==> src/rtl/draw_pkg.sv <==
// Shared types and default geometry for the maze cell box drawing engine.
// Optional outline scanning is enabled by defining DRAW_CELL_BOX_OUTLINE_EN.
package draw_pkg;

    typedef enum logic [1:0] {
        ST_IDLE = 2'd0,
        ST_DRAW = 2'd1,
        ST_DONE = 2'd2
    } draw_state_t;

    localparam int DEF_CELL_W     = 10;
    localparam int DEF_BOX_W      = 9;
    localparam int DEF_X_OFFSET   = 80;
    localparam int DEF_Y_OFFSET   = 0;
    localparam int DEF_GRID_BITS  = 5;
    localparam int DEF_COORD_BITS = 9;
    localparam int DEF_COLOR_BITS = 3;
    localparam int DEF_BG_COLOR   = 0;

    // Counter width for a box side; a single-pixel box still needs one bit.
    function automatic int cnt_width(input int box_w);
        return (box_w > 1) ? $clog2(box_w) : 1;
    endfunction

endpackage

==> src/rtl/box_scan_counter.sv <==
// Raster cx/cy counter over a BOX_W x BOX_W square with a last-pixel flag.
// With DRAW_CELL_BOX_OUTLINE_EN defined, interior rows can skip from cx=0 to cx=BOX_W-1.
module box_scan_counter
    import draw_pkg::*;
#(
    parameter int BOX_W = DEF_BOX_W,
    parameter int CNT_W = cnt_width(BOX_W)
) (
    input  logic             clk,
    input  logic             resetn,
    input  logic             i_clear,
    input  logic             i_advance,
`ifdef DRAW_CELL_BOX_OUTLINE_EN
    input  logic             i_outline,
`endif
    output logic [CNT_W-1:0] o_next_cx,
    output logic [CNT_W-1:0] o_next_cy,
    output logic             o_last
);

    localparam logic [CNT_W-1:0] LAST = CNT_W'(BOX_W - 1);

    logic [CNT_W-1:0] r_cx;
    logic [CNT_W-1:0] r_cy;
    logic [CNT_W-1:0] w_nx;
    logic [CNT_W-1:0] w_ny;

`ifdef DRAW_CELL_BOX_OUTLINE_EN
    logic w_row_edge;
    assign w_row_edge = (r_cy == '0) || (r_cy == LAST);
`endif

    always_comb begin
        w_nx = r_cx;
        w_ny = r_cy;
        if (r_cx == LAST) begin
            w_nx = '0;
            w_ny = r_cy + 1'b1;
        end
`ifdef DRAW_CELL_BOX_OUTLINE_EN
        else if (i_outline && !w_row_edge && (r_cx == '0)) begin
            w_nx = LAST;
        end
`endif
        else begin
            w_nx = r_cx + 1'b1;
        end
    end

    always_ff @(posedge clk or negedge resetn) begin
        if (!resetn) begin
            r_cx <= '0;
            r_cy <= '0;
        end else if (i_clear) begin
            r_cx <= '0;
            r_cy <= '0;
        end else if (i_advance) begin
            r_cx <= w_nx;
            r_cy <= w_ny;
        end
    end

    assign o_next_cx = w_nx;
    assign o_next_cy = w_ny;
    assign o_last    = (r_cx == LAST) && (r_cy == LAST);

endmodule

==> src/rtl/draw_cell_box.sv <==
// Streams one pixel per clock over a maze cell's square, then pulses done.
// Outline-only scanning is built in only when DRAW_CELL_BOX_OUTLINE_EN is defined.
//   state | meaning
//   IDLE  | waiting for start, outputs quiet
//   DRAW  | one pixel presented per cycle
//   DONE  | done pulse, busy still high
module draw_cell_box
    import draw_pkg::*;
#(
    parameter int CELL_W     = DEF_CELL_W,
    parameter int BOX_W      = DEF_BOX_W,
    parameter int X_OFFSET   = DEF_X_OFFSET,
    parameter int Y_OFFSET   = DEF_Y_OFFSET,
    parameter int GRID_BITS  = DEF_GRID_BITS,
    parameter int COORD_BITS = DEF_COORD_BITS,
    parameter int COLOR_BITS = DEF_COLOR_BITS,
    parameter int BG_COLOR   = DEF_BG_COLOR
) (
    input  logic                  clk,
    input  logic                  resetn,
    input  logic                  start,
    input  logic                  erase,
    input  logic                  outline,
    input  logic [GRID_BITS-1:0]  x_cell,
    input  logic [GRID_BITS-1:0]  y_cell,
    input  logic [COLOR_BITS-1:0] color_in,
    output logic                  busy,
    output logic                  plot,
    output logic [COORD_BITS-1:0] x_pix,
    output logic [COORD_BITS-1:0] y_pix,
    output logic [COLOR_BITS-1:0] color_out,
    output logic                  done
);

    localparam int CNT_W = cnt_width(BOX_W);

    localparam logic [1:0] S_IDLE = 2'(ST_IDLE);
    localparam logic [1:0] S_DRAW = 2'(ST_DRAW);
    localparam logic [1:0] S_DONE = 2'(ST_DONE);

    logic [1:0]            r_state;
    logic [COORD_BITS-1:0] r_base_x;
    logic [COORD_BITS-1:0] r_base_y;
    logic [COLOR_BITS-1:0] r_fill_color;
    logic                  r_busy;
    logic                  r_plot;
    logic                  r_done;
    logic [COORD_BITS-1:0] r_x;
    logic [COORD_BITS-1:0] r_y;
    logic [COLOR_BITS-1:0] r_color;

    logic [COORD_BITS-1:0] w_base_x_in;
    logic [COORD_BITS-1:0] w_base_y_in;
    logic [COLOR_BITS-1:0] w_color_in;
    logic [CNT_W-1:0]      w_nx;
    logic [CNT_W-1:0]      w_ny;
    logic                  w_last;
    logic                  w_clear;
    logic                  w_advance;

    // Cell origin wraps modulo 2^COORD_BITS; the integrator keeps it on screen.
    assign w_base_x_in = COORD_BITS'(X_OFFSET) + COORD_BITS'(x_cell) * COORD_BITS'(CELL_W);
    assign w_base_y_in = COORD_BITS'(Y_OFFSET) + COORD_BITS'(y_cell) * COORD_BITS'(CELL_W);
    assign w_color_in  = erase ? COLOR_BITS'(BG_COLOR) : color_in;

    assign w_clear   = (r_state == S_IDLE);
    assign w_advance = (r_state == S_DRAW) && !w_last;

`ifdef DRAW_CELL_BOX_OUTLINE_EN
    logic r_outline;

    always_ff @(posedge clk or negedge resetn) begin
        if (!resetn) begin
            r_outline <= 1'b0;
        end else if ((r_state == S_IDLE) && start) begin
            r_outline <= outline;
        end
    end

    box_scan_counter #(
        .BOX_W (BOX_W),
        .CNT_W (CNT_W)
    ) u_scan (
        .clk       (clk),
        .resetn    (resetn),
        .i_clear   (w_clear),
        .i_advance (w_advance),
        .i_outline (r_outline),
        .o_next_cx (w_nx),
        .o_next_cy (w_ny),
        .o_last    (w_last)
    );
`else
    logic w_unused_outline;
    assign w_unused_outline = outline;

    box_scan_counter #(
        .BOX_W (BOX_W),
        .CNT_W (CNT_W)
    ) u_scan (
        .clk       (clk),
        .resetn    (resetn),
        .i_clear   (w_clear),
        .i_advance (w_advance),
        .o_next_cx (w_nx),
        .o_next_cy (w_ny),
        .o_last    (w_last)
    );
`endif

    // Output registers hold the pixel the counter currently points at.
    always_ff @(posedge clk or negedge resetn) begin
        if (!resetn) begin
            r_state      <= S_IDLE;
            r_base_x     <= '0;
            r_base_y     <= '0;
            r_fill_color <= '0;
            r_busy       <= 1'b0;
            r_plot       <= 1'b0;
            r_done       <= 1'b0;
            r_x          <= '0;
            r_y          <= '0;
            r_color      <= '0;
        end else begin
            case (r_state)
                S_IDLE: begin
                    r_done <= 1'b0;
                    if (start) begin
                        r_state      <= S_DRAW;
                        r_base_x     <= w_base_x_in;
                        r_base_y     <= w_base_y_in;
                        r_fill_color <= w_color_in;
                        r_busy       <= 1'b1;
                        r_plot       <= 1'b1;
                        r_x          <= w_base_x_in;
                        r_y          <= w_base_y_in;
                        r_color      <= w_color_in;
                    end
                end
                S_DRAW: begin
                    if (w_last) begin
                        r_state <= S_DONE;
                        r_plot  <= 1'b0;
                        r_done  <= 1'b1;
                        r_x     <= '0;
                        r_y     <= '0;
                        r_color <= '0;
                    end else begin
                        r_x     <= r_base_x + COORD_BITS'(w_nx);
                        r_y     <= r_base_y + COORD_BITS'(w_ny);
                        r_color <= r_fill_color;
                    end
                end
                S_DONE: begin
                    r_state <= S_IDLE;
                    r_done  <= 1'b0;
                    r_busy  <= 1'b0;
                end
                default: begin
                    r_state <= S_IDLE;
                    r_busy  <= 1'b0;
                    r_plot  <= 1'b0;
                    r_done  <= 1'b0;
                    r_x     <= '0;
                    r_y     <= '0;
                    r_color <= '0;
                end
            endcase
        end
    end

    assign busy      = r_busy;
    assign plot      = r_plot;
    assign done      = r_done;
    assign x_pix     = r_x;
    assign y_pix     = r_y;
    assign color_out = r_color;

endmodule

==> config.mk <==
export PLATFORM = sky130hd
export DESIGN_NAME = draw_cell_box
export DESIGN_NICKNAME = d
export VERILOG_FILES = /design/src/rtl/draw_pkg.sv /design/src/rtl/box_scan_counter.sv /design/src/rtl/draw_cell_box.sv
export SDC_FILE = /design/constraint.sdc
export NUM_CORES = 1
export LEC_CHECK = 0
export BUFFER_PORTS_ARGS = -buffer_cell sky130_fd_sc_hd__buf_2
export CAP_MARGIN = 20
export CORE_MARGIN = 2
export CORE_UTILIZATION = 60
export DETAILED_ROUTE_END_ITERATION = 10
export PLACE_DENSITY = 0.83
export SLEW_MARGIN = 20
export SYNTH_ARGS = -nofsm -noshare
export SYNTH_HDL_FRONTEND = slang
export SYNTH_SLANG_ARGS = --single-unit
==> constraint.sdc <==
create_clock -name clk -period 6.1 [get_ports clk]
set_input_delay 0.915 -clock clk [delete_from_list [all_inputs] [get_ports clk]]
set_output_delay 0.915 -clock clk [all_outputs]
set_load 0.01 [all_outputs]
==> summary.md, run 1 <==
| Metric | Value |
|---|---|
| Status | finished, final reports clean |
| Layout cell share with drive strength beyond 1 | 0.171 |
| Final wirelength | 6710 µm |
| Most common cell after layout, fill and taps aside | dfrtp_1 |
| Slowest cell on crit path | dfrtp_1 |
| Leading cell types in the layout, fill and taps excluded | dfrtp_1 (53), nand2_1 (47), buf_2 (40), o21ai_0 (23), ha_1 (22) |
| Setup ws final | ~3.2 ns |
| Die width | 76.1 µm |
| Post-CTS Setup Repair Bufs | 0 |
| First-pass GRT wire length | 11400 µm |
| Crit-path cells | inv_1, ha_1, and3b_1, o21ai_0, ha_1, inv_1, fa_1, nor2b_1, o21ai_0, xnor2_1, a21oi_1, o21ai_0 |
| Worst stage delay on the critical path | 0.43 ns |
| Clk slew on worst S/H paths | approximately 0.090 ns |
| Port Buffer Count | 40 |
| GR Overflow Total | 0 |
| Min Tclk post-route | 2.91 ns |
| Max-slew headroom | 0.354 |
| Final Max Tran Viols | 0 |
| Tot Pwr | 0.000616 W |
| Die Area | 5790 µm² |
| Largest net degree at the start of global routing | 54 |
| Leakage power | 1.62 nW |
| Cts hold-fix bufs | 0 |
| Maximum fanout along the worst path | 7 |
| First-pass iteration count of the detailed router | 5 |
| Avg Inst Size Synth | 9.72 µm² |
| PD cells | ~180 nW/µm² |
| Post-CTS Resized | 0 |
| Final ANT Viol Nets | 0 |
| Global Route Usage Sum | 0.245 |
| Wire per inst | 15.7 µm |
| Crit path DAT | 3.08 ns |
| Core area | roughly 5100 µm² |
| # diodes | 0 |
| Cell count after synthesis | 321 |
| Starting density of the core | 0.615 |
| Vias per inst | approximately 5.9 |
| Gpl congestion | 0.880 |
| Syn Nets | 365 |
| Vias | between 2k and 2.5k |
| Hold crit path type | flip-flop to flip-flop |
| Worst Setup Start Kind | flip-flop |
| DRC viols | 0 |
| Hold_ws | 0.474 ns |
| CTS Sinks | 53 |
| Sequential fraction of the synthesis area | 0.425 |
| DRT iter0 DRCs | between 150 and 200 |
| Yosys warnings | 0 |
| Num ports | 42 |
| Area growth syn-to-layout | 10.1% |
| Setup-failing EPs final | 0 |
| Req. time, crit path | roughly 6.3 ns |
| CTS tree | done |
| Vias in the first global route | 2355 |
| Crit share post-route | 0.478 |
| Core Util, Final | 0.677 |
| Worst path most repeated cell | o21ai_0 |
| Post-synth EDFFs | 0 |
| Initial antenna violation count | 0 |
| Site Rows | 26 |
| Worst Path Class, Setup | flip-flop to flip-flop |
| Nets | 400 |
| Top FF cell, synth | dfrtp_1 |
| FF+latch count, synth | 53 |
| CTS Buf Count | 5 |
| Dpl ws | 2.93 ns |
| Worst skew pair latency | 0.31 ns |
| Crit path max-delay family | adder cells |
| Clock buffer depth | 2 |
| Maxcap violations | 0 |
| Mapped Area | slightly above 3000 µm² |
| Detailed Place HPWL | approximately 4800 µm |
| Final Hold Vio Count | 0 |
| CP endpoint kind | flip-flop |
| Yosys cell types | 47 |
| H-tree depth | 2 |
| Die Height | 76.1 µm |
| Post-synth ARST share | 1.00 |
| Max Freq | 343 MHz |
| WP buf/inv | 2 |
| Worst-Margin Slew | 0.965 ns |
| Worst Clk Skew | 0.00448 ns |
| RSZ-0062 raised after global routing | no |
| Peak supply drop | between 0.00015 and 0.0002 V |
| Root buffer cell | clkbuf_8 |
| Setup_tns | 0 ns |
[layout make-up]
cell class | count | area, µm²
Multi-Input combinational cell | 237 | 1660
Timing Repair Buffer | 42 | 215
Sequential cell | 53 | 1330
Fill cell | 400 | 1640
Clock buffer | 8 | 80.1
Inverter | 17 | 63.8
Tap cell | 70 | 87.6
[report_power, final]
| group | switching, W | total (W) | internal, W |
|---|---|---|---|
| Combinational | 0.0000425 | 0.0000723 | 0.0000298 |
| Sequential | 0.000000920 | 0.000353 | 0.000352 |
| Clock | 0.000109 | 0.000191 | 0.0000818 |
[cell usage after synthesis, types with 2 or more instances]
master / count / area (µm²)
o22ai_1: 7 / 43.8
or4_1: 2 / 15.0
ha_1: 22 / 275
mux2i_1: 3 / 30.0
xnor2_1: 14 / 123
a22oi_1: 7 / 52.6
nand4_1: 5 / 31.3
fa_1: 4 / 80.1
a2bb2oi_1: 2 / 17.5
nand2_1: 47 / 176
inv_1: 17 / 63.8
o31ai_1: 2 / 15.0
nand3_1: 6 / 30.0
xor2_1: 6 / 52.6
dfrtp_1: 53 / 1330
nor2b_1: 4 / 25.0
a21o_1: 5 / 37.5
buf_4: 3 / 22.5
and2_1: 3 / 18.8
nor2_1: 17 / 63.8
o21ai_0: 23 / 115
a21oi_1: 13 / 65.1
nand2b_1: 5 / 31.3
clkbuf_1: 6 / 22.5
mux2_2: 8 / 90.1
a211oi_1: 2 / 15.0
o211ai_1: 6 / 45.0
o2111ai_1: 4 / 35.0
buf_2: 5 / 25.0
a32o_1: 3 / 30.0
[final timing paths]
kind	end	cells after the start	slack, ns	from
setup / recovery	y_pix[5]	12	3.19	u_scan.r_cx[0]
hold / removal	x_pix[0]	2	0.47	x_pix[0]
setup reg to reg	y_pix[5]	12	3.19	u_scan.r_cx[0]
hold reg to reg	x_pix[0]	2	0.47	x_pix[0]
max in group asynchronous	r_base_x[8]	2	4.94	resetn
min in group asynchronous	y_pix[5]	2	0.71	resetn
[sequential cells by signal, summed over array words and instances (netlist names)]
name and flops:
x_pix 9, busy 1, u_scan.r_cx 4, r_fill_color 3, r_state 2, y_pix 9, color_out 3, r_base_y 8
done 1, r_base_x 8, plot 1, u_scan.r_cy 4
[kinds of logic after synthesis]
logic type	count (synthesis)	share of synthesized area
simple gates	99	0.149
fa+ha+maj	28	0.121
mux	11	0.0385
flops	53	0.425
compound gates	79	0.167
xor+xnor	20	0.0562
buf+inv	31	0.0429
[routing by layer]
metal / GRT usage / routed length, µm / vias to the layer above
met5: 0 / 0 / -
met4: 0.0673 / 68 / 0
met3: 0.0355 / 303 / 7
met2: 0.390 / 3210 / 75
met1: 0.356 / 3130 / 1210
li1: - / - / 1207
[metrics by stage]
| step | instances | area, µm² |
|---|---|---|
| after floorplan | 321 | 3120 |
| after global placement | 419 | 3350 |
| after detailed placement | 419 | 3350 |
| after CTS | 427 | 3430 |
| after global routing | 427 | 3430 |
| final | 427 | 3430 |
[tightest hold or removal path, cell delays in order, from the launching register on]
cell	delay, ns
dfrtp_1	0.35
nand2_1	0.05
nand2_1	0.05
No activity file was read; power rests on OpenSTA's default activity.
==> inputs of run 2 (changes only) <==
CORE_UTILIZATION = 52   (was 60)
PLACE_DENSITY = 0.76   (was 0.83)
clock period = 2.5 ns   (was 6.1 ns; I/O delays follow)
==> run 2 against run 1 <==
The run now ends with setup timing left. Critical path depth did not move. Maximum frequency rose by 16%. Non-clock buffer count rose by 25. Design area rose by 10%. Global-route usage fell by 0.93 points. Setup slack got worse by 3.2 ns. Critical endpoint is now y_pix[7]. Highest routed layer unchanged.
==> summary.md, run 2 (same netlist as run 1, synthesis figures left out) <==
| Metric | Value |
|---|---|
| First-pass GRT wire length | 12100 µm (+6.1%) |
| Placed cells | 444 (+6.0%) |
| CTS Sinks | 53 (unchanged) |
| Layout cell share with drive strength beyond 1 | 0.288 (+0.117) |
| DRT iter0 DRCs | 174 (-8.4%) |
| Global Route Usage Sum | 0.236 (-0.00927) |
| PD cells | 438 nW/µm² (+140%) |
| Setup-failing EPs final | 1 (+1) |
| Detailed Place HPWL | 4970 µm (+2.4%) |
| Peak supply drop | 0.000437 V (+160%) |
| Nets | 425 (+6.3%) |
| Worst Clk Skew | 0.00888 ns (+0.00440 ns) |
| Starting density of the core | 0.533 (-0.0815) |
| Num ports | 42 (unchanged) |
| Cts hold-fix bufs | 0 (unchanged) |
| CTS tree | done |
| Final Hold Vio Count | 0 (unchanged) |
| Max Freq | 398 MHz (+16%) |
| Hold crit path type | input port to asynchronous set/reset pin |
| Post-route insts no fill | 457 (+7.0%) |
| Final Max Tran Viols | 0 (unchanged) |
| First-pass iteration count of the detailed router | 4 (-1) |
| Maximum fanout along the worst path | 5 (-2) |
| H-tree depth | 2 (unchanged) |
| Vias per inst | 5.70 (-2.6%) |
| CP endpoint kind | flip-flop |
| Wire per inst | 15.9 µm (+1.1%) |
| Largest net degree at the start of global routing | 54 (unchanged) |
| Maxcap violations | 0 (unchanged) |
| Die Height | 81.5 µm (+7.0%) |
| Initial antenna violation count | 0 (unchanged) |
| Root buffer cell | clkbuf_8 |
| Setup ws final | -0.0133 ns (-3.20 ns) |
| Die width | 81.5 µm (+7.0%) |
| Area growth syn-to-layout | 21.3% |
| Failing checks | setup timing |
| Final Cell Area | 3780 µm² (+10%) |
| Die Area | 6630 µm² (+15%) |
| Hold_ws | 0.175 ns (-0.299 ns) |
| Min Tclk post-route | 2.51 ns (-0.400 ns) |
| Final wirelength | 7260 µm (+8.2%) |
| Crit path DAT | 2.71 ns (-0.37 ns) |
| Leading cell types in the layout, fill and taps excluded | dfrtp_1 (53), nand2_1 (46), buf_2 (40), buf_4 (26), o21ai_0 (21) |
| Crit share post-route | 1.01 (+0.528) |
| Worst skew pair latency | 0.30 ns (about the same) |
| RSZ-0062 raised after global routing | yes |
| Most common cell after layout, fill and taps aside | dfrtp_1 |
| Clk slew on worst S/H paths | 0.10 ns (about the same) |
| DP Area | 3510 µm² (+4.7%) |
| Req. time, crit path | 2.69 ns (-3.58 ns) |
| DRC viols | 0 (unchanged) |
| GR Overflow Total | 0 (unchanged) |
| CTS Buf Count | 5 (unchanged) |
| Worst-Margin Slew | 0.776 ns (-0.189 ns) |
| Final ANT Viol Nets | 0 (unchanged) |
| Worst Setup Start Kind | flip-flop |
| Gpl congestion | 0.853 (-3.1%) |
| Setup_tns | -0.0133 ns (-0.0133 ns) |
| Max-slew headroom | 0.482 (+0.127) |
| Port Buffer Count | 40 (unchanged) |
| Vias in the first global route | 2593 (+10%) |
| # diodes | 0 (unchanged) |
| Worst Path Class, Setup | flip-flop to flip-flop |
| Fill count | 452 (+13%) |
| Leakage power | 1.79 nW (+11%) |
| Core area | 5850 µm² (+15%) |
| Dpl ws | -0.117 ns (-3.04 ns) |
| Clock buffer depth | 2 (unchanged) |
| Status | finished, violations left |
| Site Rows | 28 (+7.7%) |
| Vias | 2605 (+4.2%) |
run 2: metal layers:
metal	GRT usage	wire length [µm]	vias to the layer above
met5	0	0	-
met4	0.0610	93	0
met3	0.0418	334	10
met2	0.383	3600	66
met1	0.329	3230	1278
li1	-	-	1251
run 2: where the power goes:
group	internal, W	leakage, nW	total, W	switching [W]
combinational	0.0000792	1.03	0.000185	0.000106
clock	0.000326	0.0574	0.000613	0.000287
sequential	0.000860	0.697	0.000862	0.00000194
run 2: worst max-delay path: stages (launching register included):
cell,delay [ns]
dfrtp_1,0.42
inv_2,0.09
ha_4,0.13
and3b_2,0.27
buf_6,0.11
nand4_1,0.19
xnor2_2,0.23
ha_4,0.29
nor2b_4,0.15
o2111ai_2,0.14
xnor2_1,0.16
a22oi_1,0.16
nand2_1,0.07
run 2: final cells by class:
type                    instances  area, µm²  area share
well taps                      75       93.8      0.0248
clock buffers                   6       82.6      0.0218
flip-flops and latches         53       1330       0.350
repair buffers                 67        407       0.107
multi-input cells             237       1770       0.469
inverters                      17       63.8      0.0169
clock inverters                 2       37.5     0.00992
run 2: worst paths after layout:
kind / startpoint / end / slack (ns) / depth (start not counted)
worst max-delay path: u_scan.r_cx[1] / y_pix[7] / -0.01 / 12
worst min-delay path: resetn / r_base_y[8] / 0.18 / 2
worst max register to register: u_scan.r_cx[1] / y_pix[7] / -0.01 / 12
worst min register to register: x_pix[0] / x_pix[0] / 0.48 / 2
max in group asynchronous: resetn / r_base_x[5] / 1.86 / 2
min in group clk: color_in[1] / r_fill_color[1] / 0.33 / 2
run 2: stage by stage:
| step | util | total power, W |
|---|---|---|
| after CTS | 0.625 | 0.00167 |
| after global placement | 0.600 | 0.00106 |
| final | 0.647 | 0.00166 |
| after global routing | 0.647 | 0.00173 |
| after detailed placement | 0.600 | 0.00106 |
| after floorplan | - | 0.000992 |
run 2: repair_timing:
item / in CTS / in global routing
setup endpoints to repair: 8 / 11
pin swaps: 1 / 6
buffers inserted: 2 / 2
resized for setup: 7 / 21
